$ cat config.mk
export PLATFORM = sky130hd
export DESIGN_NAME = spi_slave_fifo_sync
export DESIGN_NICKNAME = d
export VERILOG_FILES = /design/src/rtl/spi_slave_pkg.sv /design/src/rtl/spi_sync_fifo.sv /design/src/rtl/spi_slave_fifo_sync.sv
export SDC_FILE = /design/constraint.sdc
export NUM_CORES = 1
export LEC_CHECK = 0
export ABC_AREA = 1
export CORE_MARGIN = 2
export CORE_UTILIZATION = 35
export CTS_CLUSTER_SIZE = 28
export DETAILED_ROUTE_END_ITERATION = 16
export MAX_ROUTING_LAYER = met4
export PLACE_DENSITY = 0.62
export SYNTH_ARGS = -nofsm -noshare
export SYNTH_HDL_FRONTEND = slang
export SYNTH_SLANG_ARGS = --single-unit
$ cat constraint.sdc
create_clock -name wb_clk_i -period 6 [get_ports wb_clk_i]
set_input_delay 0.9 -clock wb_clk_i [delete_from_list [all_inputs] [get_ports wb_clk_i]]
set_output_delay 0.9 -clock wb_clk_i [all_outputs]
set_load 0.01 [all_outputs]
$ cat src/rtl/spi_slave_pkg.sv
// Shared register map, control/status bit positions and FSM encoding for the
// oversampled Wishbone SPI slave.
package spi_slave_pkg;

    localparam logic [2:0] REG_RXDATA = 3'd0;
    localparam logic [2:0] REG_TXDATA = 3'd1;
    localparam logic [2:0] REG_CTRL   = 3'd2;
    localparam logic [2:0] REG_STATUS = 3'd3;

    localparam int CTRL_CHAR_LEN   = 0;
    localparam int CTRL_RX_NEGEDGE = 8;
    localparam int CTRL_TX_NEGEDGE = 9;
    localparam int CTRL_LSB_FIRST  = 10;
    localparam int CTRL_IE_RX      = 11;
    localparam int CTRL_IE_ERR     = 12;

    localparam int STAT_RX_EMPTY   = 0;
    localparam int STAT_RX_FULL    = 1;
    localparam int STAT_TX_EMPTY   = 2;
    localparam int STAT_TX_FULL    = 3;
    localparam int STAT_RX_OVERRUN = 4;
    localparam int STAT_TX_UNDERRUN = 5;
    localparam int STAT_BUSY       = 6;

    typedef enum logic [1:0] {
        IDLE  = 2'd0,
        LOAD  = 2'd1,
        SHIFT = 2'd2
    } state_t;

endpackage

$ cat src/rtl/spi_sync_fifo.sv
// Single-clock FIFO with extra-bit pointers; a push on a full FIFO is accepted
// only when a pop frees the slot in the same cycle.
module spi_sync_fifo #(
    parameter int WIDTH = 32,
    parameter int DEPTH = 4
) (
    input  logic             wb_clk_i,
    input  logic             wb_rst_i,
    input  logic             push,
    input  logic [WIDTH-1:0] din,
    input  logic             pop,
    output logic [WIDTH-1:0] dout,
    output logic             full,
    output logic             empty
);

    localparam int AW = $clog2(DEPTH);
    localparam logic [AW:0] PTR_ONE = {{AW{1'b0}}, 1'b1};

    logic [WIDTH-1:0] mem [DEPTH];
    logic [AW:0]      wr_ptr;
    logic [AW:0]      rd_ptr;
    logic             do_push;
    logic             do_pop;

    assign empty   = (wr_ptr == rd_ptr);
    assign full    = (wr_ptr[AW] != rd_ptr[AW]) && (wr_ptr[AW-1:0] == rd_ptr[AW-1:0]);
    assign do_pop  = pop & ~empty;
    assign do_push = push & (~full | do_pop);
    assign dout    = mem[rd_ptr[AW-1:0]];

    always_ff @(posedge wb_clk_i or posedge wb_rst_i) begin
        if (wb_rst_i) begin
            wr_ptr <= '0;
            rd_ptr <= '0;
        end else begin
            if (do_push) wr_ptr <= wr_ptr + PTR_ONE;
            if (do_pop)  rd_ptr <= rd_ptr + PTR_ONE;
        end
    end

    always_ff @(posedge wb_clk_i) begin
        if (do_push) mem[wr_ptr[AW-1:0]] <= din;
    end

endmodule

$ cat src/rtl/spi_slave_fifo_sync.sv
// Wishbone SPI slave: SCLK/SS/MOSI oversampled in the wb_clk_i domain,
// programmable character framing, TX/RX FIFOs with sticky error flags.
module spi_slave_fifo_sync
    import spi_slave_pkg::*;
#(
    parameter int DATA_W     = 32,
    parameter int SS_NB      = 8,
    parameter int FIFO_DEPTH = 4,
    parameter int CLEN_W     = 5
) (
    input  logic              wb_clk_i,
    input  logic              wb_rst_i,
    input  logic [4:0]        wb_adr_i,
    input  logic [DATA_W-1:0] wb_dat_i,
    output logic [DATA_W-1:0] wb_dat_o,
    input  logic [3:0]        wb_sel_i,
    input  logic              wb_we_i,
    input  logic              wb_stb_i,
    input  logic              wb_cyc_i,
    output logic              wb_ack_o,
    output logic              wb_err_o,
    output logic              wb_int_o,
    input  logic [SS_NB-1:0]  ss_pad_i,
    input  logic              sclk_pad_i,
    input  logic              mosi_pad_i,
    output logic              miso_pad_o
);

    localparam int CNT_W = CLEN_W + 1;

    state_t            state;
    logic [CNT_W-1:0]  bitcnt;
    logic [DATA_W-1:0] rx_sr;
    logic [DATA_W-1:0] tx_sr;

    logic [CLEN_W-1:0] ctrl_len;
    logic              rx_negedge, tx_negedge, lsb_first, ie_rx, ie_err;
    logic              rx_overrun, tx_underrun;

    logic sclk_p0, sclk_p1, sclk_p2;
    logic sel_p0, sel_p1, sel_p2;
    logic mosi_p0, mosi_p1;

    logic [DATA_W-1:0] rx_dout, tx_dout, tx_load, rx_nxt, tx_nxt;
    logic              rx_full, rx_empty, tx_full, tx_empty;
    logic              rx_pop, tx_push, tx_pop, rx_done;

    logic [CNT_W-1:0]  clen, bitcnt_nxt;
    logic [CLEN_W-1:0] msb_idx;
    logic              sclk_rise, sclk_fall, sel_rise, sample_edge, shift_edge, busy;

    logic              acc_start, adr_ok, rd_go, wr_go;
    logic [2:0]        reg_sel;
    logic [DATA_W-1:0] ctrl_rd, status_rd, rd_mux;
    logic              unused_bits;

    function automatic logic active_bit(input logic [DATA_W-1:0] v, input logic lsb,
                                        input logic [CLEN_W-1:0] idx);
        return lsb ? v[0] : v[idx];
    endfunction

    assign unused_bits = ^{wb_adr_i[1:0], wb_sel_i[3:2]};

    // Pad synchronisers (p0/p1) plus one history stage (p2) for edge detect
    always_ff @(posedge wb_clk_i or posedge wb_rst_i) begin
        if (wb_rst_i) begin
            {sclk_p0, sclk_p1, sclk_p2} <= '0;
            {sel_p0, sel_p1, sel_p2}    <= '0;
            {mosi_p0, mosi_p1}          <= '0;
        end else begin
            sclk_p0 <= sclk_pad_i;
            sclk_p1 <= sclk_p0;
            sclk_p2 <= sclk_p1;
            sel_p0  <= ~&ss_pad_i;
            sel_p1  <= sel_p0;
            sel_p2  <= sel_p1;
            mosi_p0 <= mosi_pad_i;
            mosi_p1 <= mosi_p0;
        end
    end

    assign sclk_rise   = sclk_p1 & ~sclk_p2;
    assign sclk_fall   = ~sclk_p1 & sclk_p2;
    assign sel_rise    = sel_p1 & ~sel_p2;
    assign sample_edge = rx_negedge ? sclk_fall : sclk_rise;
    assign shift_edge  = tx_negedge ? sclk_fall : sclk_rise;
    assign busy        = (state != IDLE);

    assign clen       = (ctrl_len == '0) ? CNT_W'(DATA_W) : {1'b0, ctrl_len};
    assign msb_idx    = CLEN_W'(clen - CNT_W'(1));
    assign bitcnt_nxt = bitcnt + CNT_W'(1);
    assign tx_load    = tx_empty ? '0 : tx_dout;
    assign tx_nxt     = lsb_first ? (tx_sr >> 1) : (tx_sr << 1);

    always_comb begin
        rx_nxt = '0;
        if (lsb_first) begin
            rx_nxt          = rx_sr >> 1;
            rx_nxt[msb_idx] = mosi_p1;
        end else begin
            rx_nxt = {rx_sr[DATA_W-2:0], mosi_p1};
        end
    end

    assign tx_pop  = (state == LOAD) & sel_p1 & ~tx_empty;
    assign rx_done = (state == SHIFT) & sel_p1 & sample_edge & (bitcnt_nxt == clen);

    always_ff @(posedge wb_clk_i or posedge wb_rst_i) begin
        if (wb_rst_i) begin
            state      <= IDLE;
            bitcnt     <= '0;
            rx_sr      <= '0;
            tx_sr      <= '0;
            miso_pad_o <= 1'b0;
        end else if (!sel_p1) begin
            // Deselect aborts any partial character without pushing it
            state      <= IDLE;
            bitcnt     <= '0;
            miso_pad_o <= 1'b0;
        end else begin
            case (state)
                IDLE: begin
                    if (sel_rise) state <= LOAD;
                end
                LOAD: begin
                    tx_sr      <= tx_load;
                    rx_sr      <= '0;
                    bitcnt     <= '0;
                    miso_pad_o <= active_bit(tx_load, lsb_first, msb_idx);
                    state      <= SHIFT;
                end
                SHIFT: begin
                    if (sample_edge) begin
                        rx_sr  <= rx_nxt;
                        bitcnt <= bitcnt_nxt;
                    end
                    if (shift_edge) begin
                        tx_sr      <= tx_nxt;
                        miso_pad_o <= active_bit(tx_nxt, lsb_first, msb_idx);
                    end
                    if (rx_done) state <= LOAD;
                end
                default: state <= IDLE;
            endcase
        end
    end

    assign acc_start = wb_cyc_i & wb_stb_i & ~wb_ack_o & ~wb_err_o;
    assign adr_ok    = ~wb_adr_i[4];
    assign reg_sel   = wb_adr_i[4:2];
    assign rd_go     = acc_start & adr_ok & ~wb_we_i;
    assign wr_go     = acc_start & adr_ok & wb_we_i;
    assign rx_pop    = rd_go & (reg_sel == REG_RXDATA) & ~rx_empty;
    assign tx_push   = wr_go & (reg_sel == REG_TXDATA);

    always_comb begin
        ctrl_rd                         = '0;
        ctrl_rd[CLEN_W-1:0]             = ctrl_len;
        ctrl_rd[CTRL_RX_NEGEDGE]        = rx_negedge;
        ctrl_rd[CTRL_TX_NEGEDGE]        = tx_negedge;
        ctrl_rd[CTRL_LSB_FIRST]         = lsb_first;
        ctrl_rd[CTRL_IE_RX]             = ie_rx;
        ctrl_rd[CTRL_IE_ERR]            = ie_err;
        status_rd                       = '0;
        status_rd[STAT_RX_EMPTY]        = rx_empty;
        status_rd[STAT_RX_FULL]         = rx_full;
        status_rd[STAT_TX_EMPTY]        = tx_empty;
        status_rd[STAT_TX_FULL]         = tx_full;
        status_rd[STAT_RX_OVERRUN]      = rx_overrun;
        status_rd[STAT_TX_UNDERRUN]     = tx_underrun;
        status_rd[STAT_BUSY]            = busy;
        case (reg_sel)
            REG_RXDATA: rd_mux = rx_empty ? '0 : rx_dout;
            REG_CTRL:   rd_mux = ctrl_rd;
            REG_STATUS: rd_mux = status_rd;
            default:    rd_mux = '0;
        endcase
    end

    always_ff @(posedge wb_clk_i or posedge wb_rst_i) begin
        if (wb_rst_i) begin
            wb_ack_o    <= 1'b0;
            wb_err_o    <= 1'b0;
            wb_dat_o    <= '0;
            wb_int_o    <= 1'b0;
            ctrl_len    <= '0;
            rx_negedge  <= 1'b0;
            tx_negedge  <= 1'b0;
            lsb_first   <= 1'b0;
            ie_rx       <= 1'b0;
            ie_err      <= 1'b0;
            rx_overrun  <= 1'b0;
            tx_underrun <= 1'b0;
        end else begin
            wb_ack_o <= acc_start & adr_ok;
            wb_err_o <= acc_start & ~adr_ok;
            wb_dat_o <= rd_go ? rd_mux : '0;
            if (wr_go && reg_sel == REG_CTRL && !busy) begin
                if (wb_sel_i[0]) ctrl_len <= wb_dat_i[CTRL_CHAR_LEN +: CLEN_W];
                if (wb_sel_i[1]) begin
                    rx_negedge <= wb_dat_i[CTRL_RX_NEGEDGE];
                    tx_negedge <= wb_dat_i[CTRL_TX_NEGEDGE];
                    lsb_first  <= wb_dat_i[CTRL_LSB_FIRST];
                    ie_rx      <= wb_dat_i[CTRL_IE_RX];
                    ie_err     <= wb_dat_i[CTRL_IE_ERR];
                end
            end
            // A new error event wins over a same-cycle W1C clear
            rx_overrun <= (rx_overrun & ~(wr_go && reg_sel == REG_STATUS && wb_dat_i[STAT_RX_OVERRUN]))
                          | (rx_done & rx_full & ~rx_pop);
            tx_underrun <= (tx_underrun & ~(wr_go && reg_sel == REG_STATUS && wb_dat_i[STAT_TX_UNDERRUN]))
                           | ((state == LOAD) & sel_p1 & tx_empty);
            wb_int_o <= (ie_rx & ~rx_empty) | (ie_err & (rx_overrun | tx_underrun));
        end
    end

    spi_sync_fifo #(.WIDTH(DATA_W), .DEPTH(FIFO_DEPTH)) u_rx_fifo (
        .wb_clk_i (wb_clk_i),
        .wb_rst_i (wb_rst_i),
        .push     (rx_done),
        .din      (rx_nxt),
        .pop      (rx_pop),
        .dout     (rx_dout),
        .full     (rx_full),
        .empty    (rx_empty)
    );

    spi_sync_fifo #(.WIDTH(DATA_W), .DEPTH(FIFO_DEPTH)) u_tx_fifo (
        .wb_clk_i (wb_clk_i),
        .wb_rst_i (wb_rst_i),
        .push     (tx_push),
        .din      (wb_dat_i),
        .pop      (tx_pop),
        .dout     (tx_dout),
        .full     (tx_full),
        .empty    (tx_empty)
    );

endmodule
==> flow_summary.html <==
<table>
<tr><th>Metric</th><th>Value</th></tr>
<tr><th colspan="2">Placed design</th></tr>
<tr><td>Number of placed instances, taps included</td><td>between 2k and 2.5k</td></tr>
<tr><td>HPWL after detailed placement</td><td>about 26 mm</td></tr>
<tr><td>Pre-CTS WS</td><td>between 1.5 and 2 ns</td></tr>
<tr><td>Port Buffer Count</td><td>87</td></tr>
<tr><td>Routability Congestion</td><td>between 0.8 and 0.9</td></tr>
<tr><th colspan="2">Detailed routing</th></tr>
<tr><td>Wire length per cell after detailed routing</td><td>approximately 17 µm</td></tr>
<tr><td>Vias after detailed routing</td><td>~13k</td></tr>
<tr><td>DRC errors left</td><td>0</td></tr>
<tr><td>DRT Wirelength</td><td>42.1 mm</td></tr>
<tr><td>Drt first-iter violations</td><td>1,121</td></tr>
<tr><td>Remaining number of nets flagged by the antenna check after routing</td><td>0</td></tr>
<tr><td>Number of iterations in the first detailed-routing pass</td><td>5</td></tr>
<tr><td>Via-to-Cell Ratio</td><td>between 5 and 6</td></tr>
<tr><th colspan="2">Die</th></tr>
<tr><td>Placement Rows</td><td>82</td></tr>
<tr><td>Starting density of the core</td><td>0.353</td></tr>
<tr><td>Core Box Area</td><td>0.0501 mm²</td></tr>
<tr><td>Floorplan die width</td><td>~230 µm</td></tr>
<tr><td>Number of top-level pins</td><td>between 90 and 100</td></tr>
<tr><td>Die Footprint</td><td>roughly 0.052 mm²</td></tr>
<tr><td>Chip Height</td><td>approximately 230 µm</td></tr>
<tr><th colspan="2">Run status</th></tr>
<tr><td>Status</td><td>finished clean</td></tr>
<tr><th colspan="2">Worst hold path</th></tr>
<tr><td>Class of the worst hold path</td><td>flip-flop to flip-flop</td></tr>
<tr><th colspan="2">Critical path</th></tr>
<tr><td>Critical path peak fanout</td><td>20</td></tr>
<tr><td>Startpoint type of the worst setup path</td><td>flip-flop</td></tr>
<tr><td>Data arrival time of the critical path</td><td>roughly 4 ns</td></tr>
<tr><td>CP Class</td><td>flip-flop to flip-flop</td></tr>
<tr><td>Worst Setup End Kind</td><td>flip-flop</td></tr>
<tr><td>Required time reported for the critical path endpoint</td><td>just over 6 ns</td></tr>
<tr><th colspan="2">Global route</th></tr>
<tr><td>Wire length of the first global-routing pass</td><td>about 67 mm</td></tr>
<tr><td>Maximum number of pins on one net before global-route repair</td><td>104</td></tr>
<tr><td>Total gr overflow</td><td>0</td></tr>
<tr><td>Total Routing Usage GR</td><td>0.164</td></tr>
<tr><td>Number of global-route vias before repair</td><td>roughly 12k</td></tr>
<tr><td>Antenna violations before repair</td><td>0</td></tr>
<tr><th colspan="2">Synthesis</th></tr>
<tr><td>Warnings, synthesis</td><td>0</td></tr>
<tr><td>Post-synthesis async set-or-reset flop share</td><td>0.354</td></tr>
<tr><td>Net count after synthesis</td><td>roughly 1.9k</td></tr>
<tr><td>Share of the yosys chip area belonging to registers</td><td>0.632</td></tr>
<tr><td>Post-synth top area cell</td><td>edfxtp_1</td></tr>
<tr><td>Synth Instances</td><td>1,786</td></tr>
<tr><td>Mapped cell area</td><td>roughly 0.018 mm²</td></tr>
<tr><td>Post-synthesis cell type count</td><td>40</td></tr>
<tr><td>Share of the synthesized area in the top cell type</td><td>0.434</td></tr>
<tr><td>Number of flip-flops and latches in the synthesized netlist</td><td>396</td></tr>
<tr><td>Mean Syn Cell Area</td><td>just under 10 µm²</td></tr>
<tr><td>Number of synthesized flops with an enable pin</td><td>~260</td></tr>
<tr><td>Post-synth top flop</td><td>edfxtp_1</td></tr>
<tr><td>Cell types occupying the most area after synthesis</td><td>edfxtp_1, dfrtp_1, nand2_1</td></tr>
<tr><th colspan="2">Clock tree</th></tr>
<tr><td>Clock slew at reported path FFs</td><td>0.06 ns</td></tr>
<tr><td>TritonCTS Sinks</td><td>around 400</td></tr>
<tr><td>Max Root-Sink Buffers</td><td>3</td></tr>
<tr><td>Cts bufs inserted</td><td>42</td></tr>
<tr><td>Level count of the clock H-tree</td><td>2</td></tr>
<tr><td>Count of hold buffers inserted by post-cts repair</td><td>0</td></tr>
<tr><td>Root Driver</td><td>clkbuf_16</td></tr>
<tr><td>TritonCTS clock tree</td><td>yes</td></tr>
<tr><td>Resized Gates After CTS</td><td>0</td></tr>
<tr><td>Later-pin clock latency in the skew report</td><td>about 0.54 ns</td></tr>
<tr><td>Number of setup buffers added after CTS</td><td>0</td></tr>
<tr><th colspan="2">STA</th></tr>
<tr><td>Final TNS setup</td><td>0 ns</td></tr>
<tr><td>Time the worst path needs with I/O delays and setup</td><td>roughly 3.7 ns</td></tr>
<tr><td>Worst clock skew</td><td>about 0.011 ns</td></tr>
<tr><td>Transition time of the tightest slew-check pin</td><td>1.33 ns</td></tr>
<tr><td>Final hold violations</td><td>0</td></tr>
<tr><td>Highest achievable clock rate</td><td>between 200 and 300 MHz</td></tr>
<tr><td>Hold slack final</td><td>around 0.35 ns</td></tr>
<tr><td>Post-route fraction of the period consumed by the critical path</td><td>0.624</td></tr>
<tr><td>Unrepaired setup endpoints after global routing</td><td>false</td></tr>
<tr><td>Number of endpoints failing setup at the final stage</td><td>0</td></tr>
<tr><td>Worst slew margin relative to its limit</td><td>0.104</td></tr>
<tr><td>Max-slew violation count</td><td>0</td></tr>
<tr><td>Final Worst Setup Slack</td><td>2.25 ns</td></tr>
<tr><th colspan="2">Power and ir drop</th></tr>
<tr><td>Total power</td><td>between 7000 and 8000 µW</td></tr>
<tr><td>Power Density</td><td>roughly 380 mW/mm²</td></tr>
<tr><td>Max rail drop VDD</td><td>between 0.0002 and 0.00025 V</td></tr>
<tr><td>Static leakage</td><td>approximately 0.0079 µW</td></tr>
<tr><th colspan="2">Cells and area</th></tr>
<tr><td>Number of nets in the final layout</td><td>1,910</td></tr>
<tr><td>Area growth from synthesis to layout</td><td>17.1%</td></tr>
<tr><td>Antenna Cells</td><td>0</td></tr>
<tr><td>Storage cell area</td><td>approximately 0.011 mm²</td></tr>
<tr><td>Non-filler cells in the finished layout</td><td>roughly 2.5k</td></tr>
<tr><td>Share of layout cells above drive strength 1</td><td>0.0800</td></tr>
<tr><td>Area of the multi-input gates</td><td>0.00555 mm²</td></tr>
<tr><td>Number of inserted filler cells in the final layout</td><td>just under 5k</td></tr>
<tr><th colspan="2">Job</th></tr>
<tr><td>Number of max-cap violations</td><td>0</td></tr>
</table>
-- flip-flops by register name, indices dropped and copies added (netlist names), 2 cells and up --
name / count
u_tx_fifo.rd_ptr: 3
rx_sr: 32
ctrl_len: 5
state: 2
bitcnt: 6
tx_sr: 32
u_rx_fifo.rd_ptr: 3
wb_dat_o: 32
u_tx_fifo.wr_ptr: 3
u_rx_fifo.wr_ptr: 3
u_rx_fifo.mem: 128
u_tx_fifo.mem: 128
-- worst max-delay path, stage by stage, from the launching register on --
cell	delay, ns
dfrtp_1	0.63
buf_4	0.35
inv_2	0.09
nand2_1	0.05
nand4_1	0.17
o211ai_1	0.11
inv_1	0.28
nand2_1	0.13
nand2_1	0.13
nand3_2	0.23
nor2_2	0.85
buf_4	0.40
-- layout by cell type, fill, tap and decap left out, types with 26 or more instances in the layout --
| cell type | count |
|---|---|
| nand2_1 | 305 |
| edfxtp_1 | 256 |
| nor2_1 | 217 |
| o21ai_0 | 179 |
| a21oi_1 | 159 |
| dfrtp_1 | 137 |
| inv_1 | 135 |
| clkdlybuf4s50_1 | 87 |
| nand3_1 | 80 |
| o21ai_1 | 57 |
| clkbuf_16 | 45 |
| o22ai_1 | 26 |
| buf_4 | 26 |
-- stage by stage --
step	area (µm²)	util
floorplan	17700	-
global placement	19200	0.384
detailed placement	19200	0.384
CTS	20700	0.414
global route	20700	0.414
finish	20700	0.414
-- cells in the mapped netlist (4+ instances only) --
cell type,count
xor2_1,13
nor2_2,4
nor2_1,224
edfxtp_1,256
buf_2,29
dfrtp_1,140
a21oi_1,159
nand2_1,305
ha_1,13
inv_2,7
nor2_4,9
clkbuf_1,64
o21ai_2,8
a31oi_1,21
o21ai_1,57
clkinv_1,4
nand4_1,8
inv_1,136
nor3_1,4
nand3_1,81
o22ai_1,26
buf_1,8
mux2_2,6
o21ai_0,179
-- routing by layer --
layer / routed length, µm / GRT usage / up-vias
li1: - / - / 6195
met1: 18200 / 0.209 / 6150
met2: 20800 / 0.274 / 351
met3: 2300 / 0.0257 / 64
met4: 810 / 0.0420 / 0
met5: 0 / - / -
-- path summary, 6_finish.rpt --
path / slack (ns) / depth (start not counted) / endpoint / from
setup / recovery: 2.25 / 11 / u_rx_fifo.mem[0][2]$_DFFE_PP_ / u_rx_fifo.rd_ptr[1]$_DFFE_PP0P_
hold / removal: 0.35 / 0 / sclk_p1$_DFF_PP0_ / sclk_p0$_DFF_PP0_
setup reg to reg: 2.25 / 11 / u_rx_fifo.mem[0][2]$_DFFE_PP_ / u_rx_fifo.rd_ptr[1]$_DFFE_PP0P_
hold reg to reg: 0.35 / 0 / sclk_p1$_DFF_PP0_ / sclk_p0$_DFF_PP0_
max in group asynchronous: 3.89 / 3 / lsb_first$_DFFE_PP0P_ / wb_rst_i
min in group asynchronous: 0.95 / 2 / mosi_p0$_DFF_PP0_ / wb_rst_i
-- where the power goes --
part | total, µW | internal (µW) | switching, µW
combinational | 1900 | 593 | 1300
clock | 2780 | 1730 | 1050
sequential | 3230 | 3090 | 139
total | 7910 | 5410 | 2500
-- kinds of logic (layout without fill, tap and decap cells) --
family          Yosys count  in the layout  share of synthesized area
simple gates            646            646                      0.152
fa+ha+maj                13             13                    0.00919
mux                       6              6                    0.00382
flops                   396            396                      0.632
xor+xnor                 19             19                     0.0119
buf+inv                 249            337                     0.0551
compound gates          457            457                      0.136
-- cell type report --
type | count | share of cell area
clock buffer | 64 | 0.0617
clock inverter | 13 | 0.0109
inverter | 147 | 0.0269
multi-input combinational | 1141 | 0.268
sequential | 396 | 0.540
tap | 672 | 0.0406
timing repair buffer | 113 | 0.0515
No activity file was read; power rests on OpenSTA's default activity.
